===== src/rtl/csd_digit_streamer_if.sv =====
// Operand/digit handshake bundle for csd_digit_streamer.
// slave is the streamer's view, master is the producer/consumer view.
interface csd_digit_streamer_if #(
    parameter int W  = 4,
    parameter int PW = $clog2(W)
);
    logic          in_valid;
    logic          in_ready;
    logic [W-1:0]  in_x;
    logic          in_skip;
    logic          out_valid;
    logic          out_ready;
    logic [1:0]    out_digit;
    logic [PW-1:0] out_pos;
    logic          out_last;

    modport slave (
        input  in_valid, in_x, in_skip, out_ready,
        output in_ready, out_valid, out_digit, out_pos, out_last
    );

    modport master (
        output in_valid, in_x, in_skip, out_ready,
        input  in_ready, out_valid, out_digit, out_pos, out_last
    );
endinterface


===== src/rtl/csd_digit_streamer.sv =====
// Recodes two's-complement operands to CSD and streams the digits one per beat,
// either every position or only the non-zero ones (skip mode).

module bin2csd #(
    parameter int W = 4
) (
    input  logic [W-1:0]   x_i,
    output logic [2*W-1:0] csd_o
);
    logic [W:0]   xe;
    logic [W-1:0] c;

    assign xe   = {x_i[W-1], x_i};
    assign c[0] = 1'b0;

    // A digit is non-zero when x_i + c_i is odd; its sign is the next input bit.
    genvar gi;
    generate
        for (gi = 0; gi < W - 1; gi++) begin : g_carry
            assign c[gi+1] = (xe[gi] & c[gi]) | ((xe[gi] ^ c[gi]) & xe[gi+1]);
        end
        for (gi = 0; gi < W; gi++) begin : g_digit
            assign csd_o[2*gi]   = xe[gi] ^ c[gi];
            assign csd_o[2*gi+1] = (xe[gi] ^ c[gi]) & xe[gi+1];
        end
    endgenerate
endmodule

module csd_digit_streamer #(
    parameter int W         = 4,
    parameter bit MSB_FIRST = 1'b1,
    parameter int PW        = $clog2(W)
) (
    input  logic                  clk,
    input  logic                  arst_n,
    input  logic                  flush,
    output logic                  busy,
    csd_digit_streamer_if.slave   bus
);
    typedef enum logic {IDLE, STREAM} state_t;

    localparam logic [PW-1:0] FIRST_POS = MSB_FIRST ? PW'(W - 1) : '0;
    localparam logic [PW-1:0] LAST_POS  = MSB_FIRST ? '0 : PW'(W - 1);

    state_t         state_q;
    logic [2*W-1:0] csd_q;
    logic           skip_q;
    logic [PW-1:0]  ptr_q;
    logic [W-1:0]   mask_q;

    logic [2*W-1:0] csd_d;
    logic [W-1:0]   nz_d;
    logic [W-1:0]   ptr_oh;
    logic [W-1:0]   mask_rest;
    logic [PW-1:0]  ptr_d;
    logic [1:0]     digit_sel;
    logic           last_w;
    logic           fire_out;
    logic           accept;

    // Next position in stream order among the set bits of m; 0 when m is empty.
    function automatic logic [PW-1:0] pick(input logic [W-1:0] m);
        logic [PW-1:0] p;
        p = '0;
        if (MSB_FIRST) begin
            for (int i = 0; i < W; i++) if (m[i]) p = PW'(i);
        end else begin
            for (int i = W - 1; i >= 0; i--) if (m[i]) p = PW'(i);
        end
        return p;
    endfunction

    bin2csd #(.W(W)) u_bin2csd (
        .x_i   (bus.in_x),
        .csd_o (csd_d)
    );

    genvar gi;
    generate
        for (gi = 0; gi < W; gi++) begin : g_mask
            assign nz_d[gi]   = csd_d[2*gi];
            assign ptr_oh[gi] = (ptr_q == PW'(gi));
        end
    endgenerate

    always_comb begin
        digit_sel = 2'b00;
        for (int i = 0; i < W; i++) begin
            if (ptr_oh[i]) digit_sel = csd_q[2*i +: 2];
        end
    end

    assign mask_rest = mask_q & ~ptr_oh;
    assign ptr_d     = skip_q    ? pick(mask_rest)
                     : MSB_FIRST ? ptr_q - PW'(1)
                     :             ptr_q + PW'(1);

    assign busy     = (state_q == STREAM);
    assign last_w   = busy & (skip_q ? (mask_rest == '0) : (ptr_q == LAST_POS));
    assign fire_out = busy & bus.out_ready;
    // arst_n gating keeps in_ready low while the block is held in reset.
    assign bus.in_ready  = arst_n & (~busy | (fire_out & last_w));
    assign accept        = bus.in_valid & bus.in_ready & ~flush;

    assign bus.out_valid = busy;
    assign bus.out_digit = busy ? digit_sel : 2'b00;
    assign bus.out_pos   = ptr_q;
    assign bus.out_last  = last_w;

    always_ff @(posedge clk or negedge arst_n) begin
        if (!arst_n) begin
            state_q <= IDLE;
            csd_q   <= '0;
            skip_q  <= 1'b0;
            ptr_q   <= '0;
            mask_q  <= '0;
        end else if (flush) begin
            state_q <= IDLE;
            csd_q   <= '0;
            skip_q  <= 1'b0;
            ptr_q   <= '0;
            mask_q  <= '0;
        end else if (accept) begin
            state_q <= STREAM;
            csd_q   <= csd_d;
            skip_q  <= bus.in_skip;
            mask_q  <= nz_d;
            ptr_q   <= bus.in_skip ? pick(nz_d) : FIRST_POS;
        end else if (fire_out) begin
            if (last_w) begin
                state_q <= IDLE;
                csd_q   <= '0;
                ptr_q   <= '0;
                mask_q  <= '0;
            end else begin
                ptr_q   <= ptr_d;
                mask_q  <= mask_rest;
            end
        end
    end
endmodule


===== src/flat_wrapper.sv =====
// flat-port wrapper written by rule: the top's interface ports become plain ports
module csd_digit_streamer_flat 
#(
    parameter int W         = 4,
    parameter bit MSB_FIRST = 1'b1,
    parameter int PW        = $clog2(W)
)
  (clk, arst_n, flush, busy, bus_in_valid, bus_in_x, bus_in_skip, bus_out_ready, bus_in_ready, bus_out_valid, bus_out_digit, bus_out_pos, bus_out_last);
  csd_digit_streamer_if #(.W(W), .PW(PW)) bus_i ();
  input  logic clk;
  input  logic arst_n;
  input  logic flush;
  output logic busy;
  input wire logic [$bits(bus_i.in_valid)-1:0] bus_in_valid;
  input wire logic [$bits(bus_i.in_x)-1:0] bus_in_x;
  input wire logic [$bits(bus_i.in_skip)-1:0] bus_in_skip;
  input wire logic [$bits(bus_i.out_ready)-1:0] bus_out_ready;
  output wire logic [$bits(bus_i.in_ready)-1:0] bus_in_ready;
  output wire logic [$bits(bus_i.out_valid)-1:0] bus_out_valid;
  output wire logic [$bits(bus_i.out_digit)-1:0] bus_out_digit;
  output wire logic [$bits(bus_i.out_pos)-1:0] bus_out_pos;
  output wire logic [$bits(bus_i.out_last)-1:0] bus_out_last;
  assign bus_i.in_valid = bus_in_valid;
  assign bus_i.in_x = bus_in_x;
  assign bus_i.in_skip = bus_in_skip;
  assign bus_i.out_ready = bus_out_ready;
  assign bus_in_ready = bus_i.in_ready;
  assign bus_out_valid = bus_i.out_valid;
  assign bus_out_digit = bus_i.out_digit;
  assign bus_out_pos = bus_i.out_pos;
  assign bus_out_last = bus_i.out_last;
  csd_digit_streamer #(.W(W), .MSB_FIRST(MSB_FIRST), .PW(PW)) u_core (.clk(clk), .arst_n(arst_n), .flush(flush), .busy(busy), .bus(bus_i));
endmodule

===== config.mk =====
export PLATFORM = sky130hd
export DESIGN_NAME = csd_digit_streamer_flat
export DESIGN_NICKNAME = d
export VERILOG_FILES = /design/src/rtl/csd_digit_streamer_if.sv /design/src/rtl/csd_digit_streamer.sv /design/src/flat_wrapper.sv
export SDC_FILE = /design/constraint.sdc
export NUM_CORES = 1
export LEC_CHECK = 0
export ABC_AREA = 1
export ABC_CLOCK_PERIOD_IN_PS = 1800
export BUFFER_PORTS_ARGS = -buffer_cell sky130_fd_sc_hd__buf_2
export CAP_MARGIN = 40
export CORE_MARGIN = 4
export CORE_UTILIZATION = 49
export DETAILED_ROUTE_END_ITERATION = 8
export GPL_TIMING_DRIVEN = 1
export PLACE_DENSITY = 0.84
export SLEW_MARGIN = 30
export SYNTH_ARGS = -nofsm -noshare
export SYNTH_HDL_FRONTEND = slang
export SYNTH_SLANG_ARGS = --single-unit

===== constraint.sdc =====
create_clock -name clk -period 1.8 [get_ports clk]
set_input_delay 0.09 -clock clk [delete_from_list [all_inputs] [get_ports clk]]
set_output_delay 0.09 -clock clk [all_outputs]
set_load 0.01 [all_outputs]

==> results.json <==
{
  "fillers": 106,
  "core_sq_mm": 0.00202,
  "clockRootBuffer": "clkbuf_4",
  "grt_max_degree": 13,
  "postSynth.asyncResetShare": 1.00,
  "grt_pass1_vias": 1106,
  "report.final.slew_viol_count": 0,
  "fin_nets": 202,
  "power_frac_comb": 0.408,
  "failed_checks": "setup timing",
  "worstPathMaxFanout": 6,
  "antenna_cells": 0,
  "p_switching_mw": 0.406,
  "final_common_cell": "nand2_1",
  "rsz0062_at_grt": "true",
  "fp.dieW_microns": 54.8,
  "setup_viol": 20,
  "skew_ps": 6.19,
  "p_int_mw": 0.691,
  "drc": 0,
  "dp_cells": 193,
  "post-route-min-period_ps": 2080,
  "final_cell_area_sq_mm": 0.00160,
  "cts_buffer_depth": 2,
  "clk_latency_ps": 300,
  "p_per_area_mw_per_mm2": 684,
  "numPortBuffers": 17,
  "setup_ws_ps": -279,
  "postSynthCellCount": 140,
  "ys_ff_latch": 16,
  "grt_pass1_wl_microns": 4850,
  "post-route-period-util": 1.15,
  "critPathRequiredTime_ps": 2050,
  "hold_class": "primary input to flip-flop",
  "wl_per_cell_microns": 19.1,
  "viasPerCell": 6.03,
  "grt.total_usage": 0.234,
  "cp-end-kind": "flip-flop",
  "slew_headroom": 0.712,
  "cts_tree": "done",
  "hold_viol_final": 0,
  "p_seq_frac": 0.364,
  "synth_area_per_cell_sq_um": 7.67,
  "netSwitchingFraction": 0.370,
  "tightest_slew_ps": 431,
  "synth_cell_types": 26,
  "ios": 18,
  "synth_edf_count": 0,
  "regArea_sq_um": 400,
  "drt_iter0_markers": 50,
  "vias": 1279,
  "cts_buffers": 3,
  "rows": 16,
  "synth_area_sq_mm": 0.00107,
  "dp_hpwl_microns": 2030,
  "yosys_warnings": 0,
  "antenna_found_initial": 0,
  "p_clk_frac": 0.229,
  "fmax_mhz": 481,
  "routed_wl_microns": 4060,
  "drive_gt1_frac": 0.481,
  "fin_cells": 212,
  "min_path_cells": 3,
  "gp_congestion": 0.839,
  "cts.reportedPaths.clkPinSlew_ps": 100,
  "first_pass_iters": 4,
  "ir_drop_v": 0.000541,
  "htree_levels": 1,
  "place_area_sq_mm": 0.00126,
  "grt_overflow_total": 0,
  "mostFrequentLayoutCells": "nand2_1, buf_4, inv_1",
  "status": "finished, violations left",
  "start_util": 0.531,
  "dieArea_sq_mm": 0.00300,
  "p_leak_nw": 0.789,
  "clock-sinks": 16,
  "cp-start-kind": "flip-flop",
  "dieHeight_microns": 54.8,
  "cap_violations": 0,
  "area_growth_pct": 49.4,
  "critPathKind": "flip-flop to flip-flop",
  "multi_input_area_sq_um": 734,
  "cp_data_arrival_time_ps": 2330,
  "rr_worst_depth": 15,
  "synth_nets": 156,
  "synth-seq-area-share": 0.373,
  "synth_ff_type": "dfrtp_1",
  "antenna_left": 0
}
==> per-layer routing <==
layer  GRT usage  vias to the layer above  share of wire
met5           0                        -              0
met2       0.415                       99           0.47
met1       0.248                      601           0.37
met3      0.0708                       30           0.10
met4       0.108                        0          0.059
li1            -                      549              -
==> what timing repair did <==
| item | 4_1_cts | 5_1_grt |
|---|---|---|
| cloned | 0 | 1 |
| gates resized for setup | 19 | 24 |
| hold endpoints to repair | 16 | 0 |
| pin swaps | 6 | 8 |
| hold buffers | 1 | 0 |
| setup endpoints to repair | 20 | 20 |
| buffers inserted | 8 | 5 |
==> synth_stat cells (2+ instances only) <==
cell,number,area (sq um)
nor2_4,2,22.5
nor2_1,2,7.51
nand3_1,8,40.0
nor2_2,2,12.5
inv_2,5,18.8
o21ai_1,3,15.0
o21ai_0,5,25.0
ha_1,6,75.1
nor3_1,4,20.0
nand3b_1,2,15.0
dfrtp_1,16,400
nand2_2,6,37.5
o22ai_1,8,50.1
inv_1,21,78.8
nand2_1,36,135
a21oi_1,4,20.0
==> registers in the layout, indices dropped and copies added (netlist names) <==
register / cells
u_core.csd_q: 8
u_core.bus.out_valid: 1
u_core.skip_q: 1
u_core.mask_q: 4
u_core.bus.out_pos: 2
==> logic make-up after synthesis <==
kind of cell / count (synthesis) / synth area share
compound gates: 22 / 0.126
buf+inv: 29 / 0.107
flops: 16 / 0.373
simple gates: 67 / 0.324
fa+ha+maj: 6 / 0.0699
==> critical path, stage by stage (launching register included) <==
cell and delay (ps):
dfrtp_1 470, ha_1 220, inv_2 50, nand2_2 60, nand2_2 80, nor2_4 120
nand2_2 60, nand2_2 80, nand2_2 80, nand2_4 80, buf_4 100, buf_4 130
nand4_4 130, nand2_1 160, nand3_1 120, nand2_1 80
==> through the flow <==
step                      hold WS [ps]  setup WS [ps]  utilization  power, mW  setup TNS [ps]
final                             85.9           -279        0.793       1.10           -3260
after global routing              76.2           -332        0.793       1.15           -4170
after CTS                         82.2           -127        0.717      0.991           -1020
after detailed placement         -47.3          -88.6        0.624      0.676            -785
after global placement           -49.6          -41.8        0.624      0.668            -361
after floorplan                   -206           17.3            -      0.568               0
==> power by group through the flow <==
stage / Sequential [mW] / Clock [mW] / Combinational (mW)
5_1_grt: 0.399 / 0.279 / 0.474
3_5_place_dp: 0.401 / 0 / 0.275
6_report: 0.399 / 0.251 / 0.447
2_1_floorplan: 0.405 / 0 / 0.162
3_3_place_gp: 0.400 / 0 / 0.268
4_1_cts: 0.393 / 0.251 / 0.347
==> final cells by class <==
type	count	area share
Sequential cell	16	0.250
Timing Repair Buffer	42	0.183
Tap cell	27	0.0211
Clock buffer	4	0.0226
Inverter	27	0.0655
Multi-Input combinational cell	96	0.458
==> worst paths after layout <==
| kind | start | to | slack (ps) |
|---|---|---|---|
| max in group asynchronous | arst_n | u_core.mask_q[3] | 1130 |
| hold reg to reg | u_core.mask_q[2] | u_core.mask_q[2] | 500 |
| setup / recovery | u_core.bus.out_pos[0] | u_core.bus.out_pos[1] | -280 |
| hold / removal | bus_in_x[3] | u_core.csd_q[5] | 90 |
| setup reg to reg | u_core.bus.out_pos[0] | u_core.bus.out_pos[1] | -280 |
| min in group asynchronous | arst_n | u_core.bus.out_pos[1] | 200 |
No activity file was read; power rests on OpenSTA's default activity.
